[src/rtl/cpu_mem_pkg.sv]
// Shared constants for the unified-memory port arbiter: default widths,
// boot vector location, FSM state encoding and requester ids.
package cpu_mem_pkg;

  localparam int          AW_DEF         = 8;
  localparam int          DW_DEF         = 8;
  localparam logic [7:0]  RESET_VEC_DEF  = 8'h00;

  localparam logic [1:0]  ST_BOOT_RD = 2'd0;
  localparam logic [1:0]  ST_BOOT_WT = 2'd1;
  localparam logic [1:0]  ST_RUN     = 2'd2;
  localparam logic [1:0]  ST_LOAD    = 2'd3;

  // Identifies which requester owns the read data returning next cycle.
  typedef enum logic [1:0] {
    REQ_NONE = 2'd0,
    REQ_IF   = 2'd1,
    REQ_DM   = 2'd2,
    REQ_LD   = 2'd3
  } req_id_e;

endpackage

[src/rtl/mem_port_arbiter_sat_counter.sv]
// Saturating up-counter: holds at all-ones instead of wrapping.
module sat_counter #(
  parameter int CNT_W = 16
) (
  input  logic             clk,
  input  logic             rstn,
  input  logic             inc,
  input  logic             clear,
  output logic [CNT_W-1:0] count
);

  logic [CNT_W-1:0] cnt_q, cnt_d;

  always_comb begin
    cnt_d = cnt_q;
    if (clear) begin
      cnt_d = '0;
    end else if (inc && (cnt_q != {CNT_W{1'b1}})) begin
      cnt_d = cnt_q + {{(CNT_W-1){1'b0}}, 1'b1};
    end
  end

  always_ff @(posedge clk or negedge rstn) begin
    if (!rstn) begin
      cnt_q <= '0;
    end else begin
      cnt_q <= cnt_d;
    end
  end

  assign count = cnt_q;

endmodule

[src/rtl/mem_port_arbiter.sv]
// Single-port unified memory arbiter: boots the core from the reset vector,
// then shares the port between data (priority), fetch and the debug loader.
module mem_port_arbiter
  import cpu_mem_pkg::*;
#(
  parameter int             AW             = AW_DEF,
  parameter int             DW             = DW_DEF,
  parameter logic [AW-1:0]  RESET_VEC_ADDR = AW'(RESET_VEC_DEF),
  parameter int             CNT_W          = 16
) (
  input  logic             clk,
  input  logic             rstn,
  input  logic             if_req,
  input  logic [AW-1:0]    if_addr,
  output logic             if_gnt,
  output logic             if_rvalid,
  input  logic             dm_req,
  input  logic             dm_we,
  input  logic [AW-1:0]    dm_addr,
  input  logic [DW-1:0]    dm_wdata,
  output logic             dm_gnt,
  output logic             dm_rvalid,
  input  logic             ld_en,
  input  logic             ld_req,
  input  logic             ld_we,
  input  logic [AW-1:0]    ld_addr,
  input  logic [DW-1:0]    ld_wdata,
  output logic             ld_gnt,
  output logic             ld_rvalid,
  output logic [DW-1:0]    rdata,
  output logic             mem_en,
  output logic             mem_we,
  output logic [AW-1:0]    mem_addr,
  output logic [DW-1:0]    mem_wdata,
  input  logic [DW-1:0]    mem_rdata,
  output logic             cpu_hold,
  output logic             pc_init_valid,
  output logic [AW-1:0]    pc_init,
  output logic [CNT_W-1:0] stall_cnt
);

  logic [1:0]    state_q, state_d;
  req_id_e       owner_q, owner_d;
  logic [AW-1:0] pc_init_q, pc_init_d;
  logic          stall_inc;

  // Everything combinational is gated by rstn so the port is quiet while
  // reset is asserted, even though the state register already reads BOOT_RD.
  always_comb begin
    state_d       = state_q;
    owner_d       = REQ_NONE;
    pc_init_d     = pc_init_q;
    pc_init       = pc_init_q;
    pc_init_valid = 1'b0;
    if_gnt        = 1'b0;
    dm_gnt        = 1'b0;
    ld_gnt        = 1'b0;
    mem_en        = 1'b0;
    mem_we        = 1'b0;
    mem_addr      = '0;
    mem_wdata     = '0;
    if (rstn) begin
      case (state_q)
        ST_BOOT_RD: begin
          mem_en   = 1'b1;
          mem_addr = RESET_VEC_ADDR;
          state_d  = ld_en ? ST_LOAD : ST_BOOT_WT;
        end
        ST_BOOT_WT: begin
          // Vector is presented in the same cycle as the valid pulse.
          pc_init_d     = AW'(mem_rdata);
          pc_init       = AW'(mem_rdata);
          pc_init_valid = 1'b1;
          state_d       = ld_en ? ST_LOAD : ST_RUN;
        end
        ST_RUN: begin
          if (dm_req) begin
            dm_gnt    = 1'b1;
            mem_en    = 1'b1;
            mem_we    = dm_we;
            mem_addr  = dm_addr;
            mem_wdata = dm_wdata;
            owner_d   = dm_we ? REQ_NONE : REQ_DM;
          end else if (if_req) begin
            if_gnt    = 1'b1;
            mem_en    = 1'b1;
            mem_addr  = if_addr;
            owner_d   = REQ_IF;
          end
          state_d = ld_en ? ST_LOAD : ST_RUN;
        end
        default: begin
          if (ld_req) begin
            ld_gnt    = 1'b1;
            mem_en    = 1'b1;
            mem_we    = ld_we;
            mem_addr  = ld_addr;
            mem_wdata = ld_wdata;
            owner_d   = ld_we ? REQ_NONE : REQ_LD;
          end
          // Leaving loader mode re-boots so a freshly loaded vector is used.
          state_d = ld_en ? ST_LOAD : ST_BOOT_RD;
        end
      endcase
    end
  end

  always_ff @(posedge clk or negedge rstn) begin
    if (!rstn) begin
      state_q   <= ST_BOOT_RD;
      owner_q   <= REQ_NONE;
      pc_init_q <= '0;
    end else begin
      state_q   <= state_d;
      owner_q   <= owner_d;
      pc_init_q <= pc_init_d;
    end
  end

  assign if_rvalid = (owner_q == REQ_IF);
  assign dm_rvalid = (owner_q == REQ_DM);
  assign ld_rvalid = (owner_q == REQ_LD);
  assign rdata     = mem_rdata;
  assign cpu_hold  = (state_q != ST_RUN);
  assign stall_inc = (state_q == ST_RUN) && if_req && !if_gnt;

  sat_counter #(
    .CNT_W (CNT_W)
  ) u_stall_cnt (
    .clk   (clk),
    .rstn  (rstn),
    .inc   (stall_inc),
    .clear (1'b0),
    .count (stall_cnt)
  );

endmodule

[config.mk]
export PLATFORM = sky130hd
export DESIGN_NAME = mem_port_arbiter
export DESIGN_NICKNAME = d
export VERILOG_FILES = /design/src/rtl/cpu_mem_pkg.sv /design/src/rtl/mem_port_arbiter_sat_counter.sv /design/src/rtl/mem_port_arbiter.sv
export SDC_FILE = /design/constraint.sdc
export NUM_CORES = 1
export LEC_CHECK = 0
export CELL_PAD_IN_SITES_DETAIL_PLACEMENT = 0
export CELL_PAD_IN_SITES_GLOBAL_PLACEMENT = 1
export CORE_AREA = 2 2 86 88
export DETAILED_ROUTE_END_ITERATION = 12
export DIE_AREA = 0 0 88 90
export GPL_ROUTABILITY_DRIVEN = 0
export PLACE_DENSITY_LB_ADDON = 0.1
export REMOVE_ABC_BUFFERS = 1
export SYNTH_ARGS = -nofsm -noshare
export SYNTH_HDL_FRONTEND = slang
export SYNTH_SLANG_ARGS = --single-unit
[constraint.sdc]
create_clock -name clk -period 2.8 [get_ports clk]
set_clock_uncertainty 0.2 [all_clocks]
set_input_delay 0.56 -clock clk [delete_from_list [all_inputs] [get_ports clk]]
set_output_delay 0.56 -clock clk [all_outputs]
set_load 0.02 [all_outputs]
==> impl_metrics.toml <==
[floorplan]
core_um2 = 7020
die_x_um = 88
die_area_um2 = 7920
num_rows = 31
start_util_pct = 25.4
io_pins = 114
die_y_um = 90

[yosys]
synth_area_um2 = 1790
ys.warnings.count = 0
synth_area_per_cell_um2 = 9.45
synthTopCellsByArea = "dfrtp_1 39%, mux2_2 8.8%, nand2_1 4.6%"
ys_seq_area_share_pct = 39.2
synth.distinct_cells = 31
synth_area_leader_cell = "dfrtp_1"
yosysTopAreaCellShare_pct = 39.2
ys_seq_elements = 28
synthCells = 189

[global_routing]
grt_max_degree = 26
grt_pass1_wl_mm = 8.56
antenna_found_initial = 0
grt_pass1_vias = 1759
grtUsageTotal_pct = 13.3
overflow = 0

[critical_path]
worstPathRequired_ps = 2040
r2r_slack_ps = 640
crit_buf_inv = 3
crit_slowest_cell = "clkdlybuf4s50_1"
cp-start-kind = "input pin"
cp_top_family = "buffers and inverters"
crit_path_max_incr_delay_ps = 500
critical_path.cell_chain = "clkdlybuf4s50_1 -> nor2b_1 -> buf_4 -> a22oi_1 -> o21ai_0 -> dlygate4sd1_1"
path_class = "in -> out"
end_kind = "output pin"
timing.critical_path.arrival_ps = 1910
path_max_fanout = 7

[place]
place_ws_ps = -326
dpl.hpwl_mm = 4.30
port_buffers = 113

[power]
p_sw_share_pct = 36.4
p_switching_w = 0.000575
combinationalPowerShare_pct = 48.2
clkPwrFrac_pct = 15.6
vdd_drop_max_v = 0.000281
seq_power_share_pct = 36.1
internal-power_w = 0.00100
total_power_w = 0.00158
leakagePower_nw = 1.40
power.density_nw_per_um2 = 506

[finish]
num_antenna_cells = 0
final_core_util_pct = 44.4
layout-drive-gt1-share_pct = 17.1
syn_to_final_growth_pct = 74.8
final_nets = 373
nFillCells = 729

[route]
drt_iter0_drc = 34
drc = 0
postRouteAntennaNets = 0
vias_per_cell = 4.45
first_pass_iters = 4
route.detailed.wl_per_inst_um = 13.2
drt_wl_total_mm = 5.42
num_vias = 1822

[timing]
layout_setup_ws_ps = 125
timing.final.crit_period_ps = 2670
hold_slack_ps = 106
setup_tns_ps = 0
tightest_slew_ps = 480
hold_viol = 0
min_period_over_period_pct = 95.5
setup_viol = 0
relSlewSlack_pct = 67.7
fmax_mhz = 374
rsz0062_at_grt = "no"
timing.final.max_slew_violations = 0

[clock_tree]
clock_path_buffers = 2
clk_pin_slew_worst_paths_ps = 90
cts_buffers = 3
hold_buffers = 0
cts_tree = "yes"
cts_sinks = 28
clkLatencyLatePin_ps = 270
htree_levels = 1
clockRootBuffer = "clkbuf_8"

[run]
maxCapViolations = 0

[outcome]
status = "completed"

[min_path]
hold_class = "in -> async"
[worst reg2reg max path: stages (launching register included)]
cell	delay [ps]
dfrtp_1	430
inv_1	120
ha_1	180
buf_4	130
nand2_1	100
buf_4	160
nor3_1	190
buf_4	170
nand4_1	100
mux2_2	290
[timing repair]
action / CTS / global route
endpoints found under the hold margin: 0 / 0
resized for setup: 40 / 12
gates cloned: 0 / 0
setup buffers: 0 / 0
endpoints found under the setup margin: 29 / 8
pin swaps: 0 / 0
[per-stage QoR]
stage                     instances  cell area (um^2)
after floorplan                 175              1700
after global placement          405              3100
after detailed placement        405              3100
after CTS                       409              3140
after global routing            409              3120
final                           409              3120
[cell type report]
class | instances | area [um^2] | share of cell area (%)
inverter | 7 | 26.3 | 0.842
sequential | 28 | 701 | 22.5
clock buffer | 4 | 55.1 | 1.76
timing repair buffer | 131 | 1230 | 39.5
multi-input combinational | 140 | 983 | 31.5
tap | 99 | 124 | 3.97
[cells in the mapped netlist, drive strengths merged]
library cell / n
dfrtp: 28
nand2: 22
o21ai: 16
mux2: 15
nand3: 11
buf: 10
a22o: 9
nor2: 8
xor2: 8
a22oi: 7
inv: 7
ha: 6
nor3: 6
and3: 5
nand4: 5
clkbuf: 4
nor2b: 4
nor4: 4
a31oi: 3
nor3b: 3
o21a: 3
a21oi: 2
and2: 1
and4: 1
nand2b: 1
[per-layer routing]
layer,wire length (um),global-route usage (%),share of wire (%)
met5,0,0,0
met4,22,2.69,0.41
met3,558,3.03,10
met2,2420,21.2,45
met1,2420,18.3,45
[sequential cells by signal, indices dropped and copies added, names as in the netlist]
register           flops
u_stall_cnt.count     16
pc_init_q              8
owner_q                2
state_q                2
[power groups by stage]
| stage | Clock [W] | Combinational [W] | Sequential [W] |
|---|---|---|---|
| after floorplan | 0 | 0.000359 | 0.000601 |
| after global placement | 0 | 0.000832 | 0.000579 |
| after detailed placement | 0 | 0.000831 | 0.000582 |
| after CTS | 0.000262 | 0.000777 | 0.000574 |
| after global routing | 0.000280 | 0.000826 | 0.000586 |
| final | 0.000247 | 0.000762 | 0.000571 |
[cell families (layout without fill, tap and decap cells)]
family / Yosys count / count (layout) / share of synthesized area [%]
XOR/XNOR: 8 / 8 / 3.92
AND/OR/NAND/NOR: 71 / 71 / 22.0
adder cells (fa/ha/maj): 6 / 6 / 4.20
flip-flops: 28 / 28 / 39.2
buffers and inverters: 21 / 142 / 6.24
multiplexers: 15 / 15 / 9.67
AO/OA/AOI/OAI: 40 / 40 / 14.7
[placed cells by master, fill, tap and decap left out, drive strengths merged]
master / Yosys / routed
nor3: 6 / 6
o21a: 3 / 3
nand2: 22 / 22
a31oi: 3 / 3
a21oi: 2 / 2
dfrtp: 28 / 28
a22o: 9 / 9
nand2b: 1 / 1
clkbuf: 4 / 9
clkdlybuf4s15: 0 / 5
dlygate4sd1: 0 / 1
nor3b: 3 / 3
dlygate4sd2: 0 / 17
buf: 10 / 19
a22oi: 7 / 7
clkdlybuf4s50: 0 / 83
and2: 1 / 1
ha: 6 / 6
and4: 1 / 1
nor4: 4 / 4
o21ai: 16 / 16
xor2: 8 / 8
and3: 5 / 5
nand4: 5 / 5
inv: 7 / 7
mux2: 15 / 15
nor2: 8 / 8
nand3: 11 / 11
nor2b: 4 / 4
dlymetal6s2s: 0 / 1
[final timing paths]
check                      cells past startpoint         start               endpoint
min in group clk                               1  pc_init_q[0]           pc_init_q[0]
setup reg to reg                               9    state_q[0]  u_stall_cnt.count[14]
hold reg to reg                                1  pc_init_q[0]           pc_init_q[0]
hold / removal                                 2          rstn             state_q[1]
max in group asynchronous                      3          rstn           pc_init_q[5]
setup / recovery                               6        if_req            mem_addr[3]
Note: power is estimated with default switching activity, not from simulation.
==> RTL change: new RTL, same settings <==
Encoding of `req_id_e`: now Gray code (2 bits for 4 values).
--- a/src/rtl/cpu_mem_pkg.sv
+++ b/src/rtl/cpu_mem_pkg.sv
@@ -13,10 +13,10 @@
 
   // Identifies which requester owns the read data returning next cycle.
   typedef enum logic [1:0] {
-    REQ_NONE = 2'd0,
-    REQ_IF   = 2'd1,
-    REQ_DM   = 2'd2,
-    REQ_LD   = 2'd3
+    REQ_NONE = 2'b00,
+    REQ_IF   = 2'b01,
+    REQ_DM   = 2'b11,
+    REQ_LD   = 2'b10
   } req_id_e;
 
 endpackage
Function: same outputs for any inputs over 10 cycles, from zero or initial values and one cycle with rstn low; not proved beyond that.
==> RTL change against the unedited design <==
  * Sequential share of layout area down 0.21 points
  * Area after synthesis rose by 0.14%
  * Total power fell by 0.88%
  * Cell count down 0.73%
  * Core utilization is 0.43 points higher
  * Combinational power is 2% higher
  * Wire length up 0.55%
  * Design area up 0.96%
  * Sequential cell count did not move
  * Worst setup slack got worse by 21 ps
==> RTL change: results <==
group,metric,value,unit
grt,use_met2,0.2172,
synthesis,synth_fa_ha_area_frac,0.04199,
sta,tightest_slew,394.9,ps
synthesis,synth_compound_area_frac,0.1337,
cts,htree_num_levels,1,
worst_setup_path,critPathMaxFanout,7,
synthesis,synth_area_leaders,"dfrtp_1 (39%), mux2_2 (5.7%), nand2_1 (4.6%), a22o_1 (4.4%), xor2_1 (4.4%)",
grt,grt_max_degree,20,
synthesis,ys_warn_count,0,
route,drt-pass1-iter-count,4,
pwr,p_leak,1.458,nW
route,dr.first_iter.drc_count,57,
synthesis,yosysSeqAreaShare,0.3919,
grt,globalRouteMet3Util,0.03857,
min_path,hold_class,"in2async",
cts,cts_root_buf,"clkbuf_8",
cells_and_area,largest_reg_flops,16,
synthesis,synthDistinctLibCells,39,
synthesis,synth_xor_area_frac,0.05388,
synthesis,async_reset_ff_frac,1.000,
cts,cts.clk_slew.worst_paths,90,ps
route,wl_per_cell,13.42,µm
placement,port_buffers,113,
worst_setup_path,slowest_stage,"clkdlybuf4s50_1",
route,avgViaCountPerCell,4.515,
grt,grt_pass1_wl,8625,µm
route,wl_met2,2325,µm
placement,dpl.hpwl,4350,µm
cts,clk_latency,270,ps
grt,first_global_vias,1786,
worst_setup_path,required,2040,ps
cts,cts_buffers,3,
status,status,"finished clean",
cts,cts.path.max_buffers,2,
grt,grt_use_met1,0.1750,
worst_setup_path,cp_slowest_stage_delay,550,ps
grt,grt_busiest_layer,"met2",
synthesis,synth_top_family_by_area,"simple AND/OR/NAND/NOR gates",
synthesis,synthMuxAreaShare,0.07768,
route,dr_wl_met3,626,µm
route,top_layer_used,"met4",
synthesis,yosys-top-cells-count,"dfrtp_1 (28), nand2_1 (22), o21ai_0 (13)",
cells_and_area,final_layout_size_suffix_gt1_frac,0.1433,
route,wl_met1,2453,µm
grt,grtUsageTotal,0.1334,
grt,antenna_found_initial,0,
cells_and_area,fin_nets,371,
pwr,peakVddDrop,0.0004135,V
cells_and_area,diodes,0,
[RTL change: cell type report]
type	count	area, µm²
Clock buffer	3	41.29
Fill cell	683	3870
Inverter	7	26.28
Multi-Input combinational cell	136	977.2
Sequential cell	28	700.7
Tap cell	99	123.9
Timing Repair Buffer	133	1281
[RTL change: report_power, final]
group          internal (W)  switching (W)
combinational      0.000382       0.000399
sequential         0.000499      0.0000690
clock             0.0000966       0.000120
total              0.000977       0.000589
[RTL change: path summary, 6_finish.rpt]
path / startpoint / end / slack, ps / cells after the start
max in group asynchronous: rstn / u_stall_cnt.count[0] / 1740 / 4
worst min-delay path: rstn / pc_init_q[3] / 240 / 2
worst max register to register: state_q[0] / u_stall_cnt.count[13] / 630 / 8
min in group clk: pc_init_q[7] / pc_init_q[7] / 300 / 1
worst min register to register: pc_init_q[7] / pc_init_q[7] / 300 / 1
worst max-delay path: dm_req / mem_addr[5] / 100 / 6
[RTL change: through the flow]
step	cells	area, µm²	TNS (ps)	hold WS [ps]	setup WS [ps]
2_1_floorplan	171	1702	0	64.41	547.2
3_3_place_gp	403	3132	-9110	279.2	-372.6
3_5_place_dp	403	3132	-9232	283.4	-386.7
4_1_cts	406	3143	0	255.7	25.36
5_1_grt	406	3151	0	280.2	6.892
6_report	406	3151	0	243.8	104.2
[RTL change: worst max-delay path: cells and delay by family]
family | cells | cell delay, ps
buffers and inverters | 3 | 1040
AOI/OAI and AO/OA | 2 | 270
and+or+nand+nor | 1 | 70
[RTL change: cells by family after synthesis]
family          Yosys count
mux                      12
fa+ha+maj                 6
xor+xnor                 11
compound gates           36
flops                    28
buf+inv                  21
simple gates             71
[RTL change: timing repair]
action	4_1_cts	5_1_grt
setup buffers	0	0
gates resized for setup	31	4
setup endpoints to repair	30	4
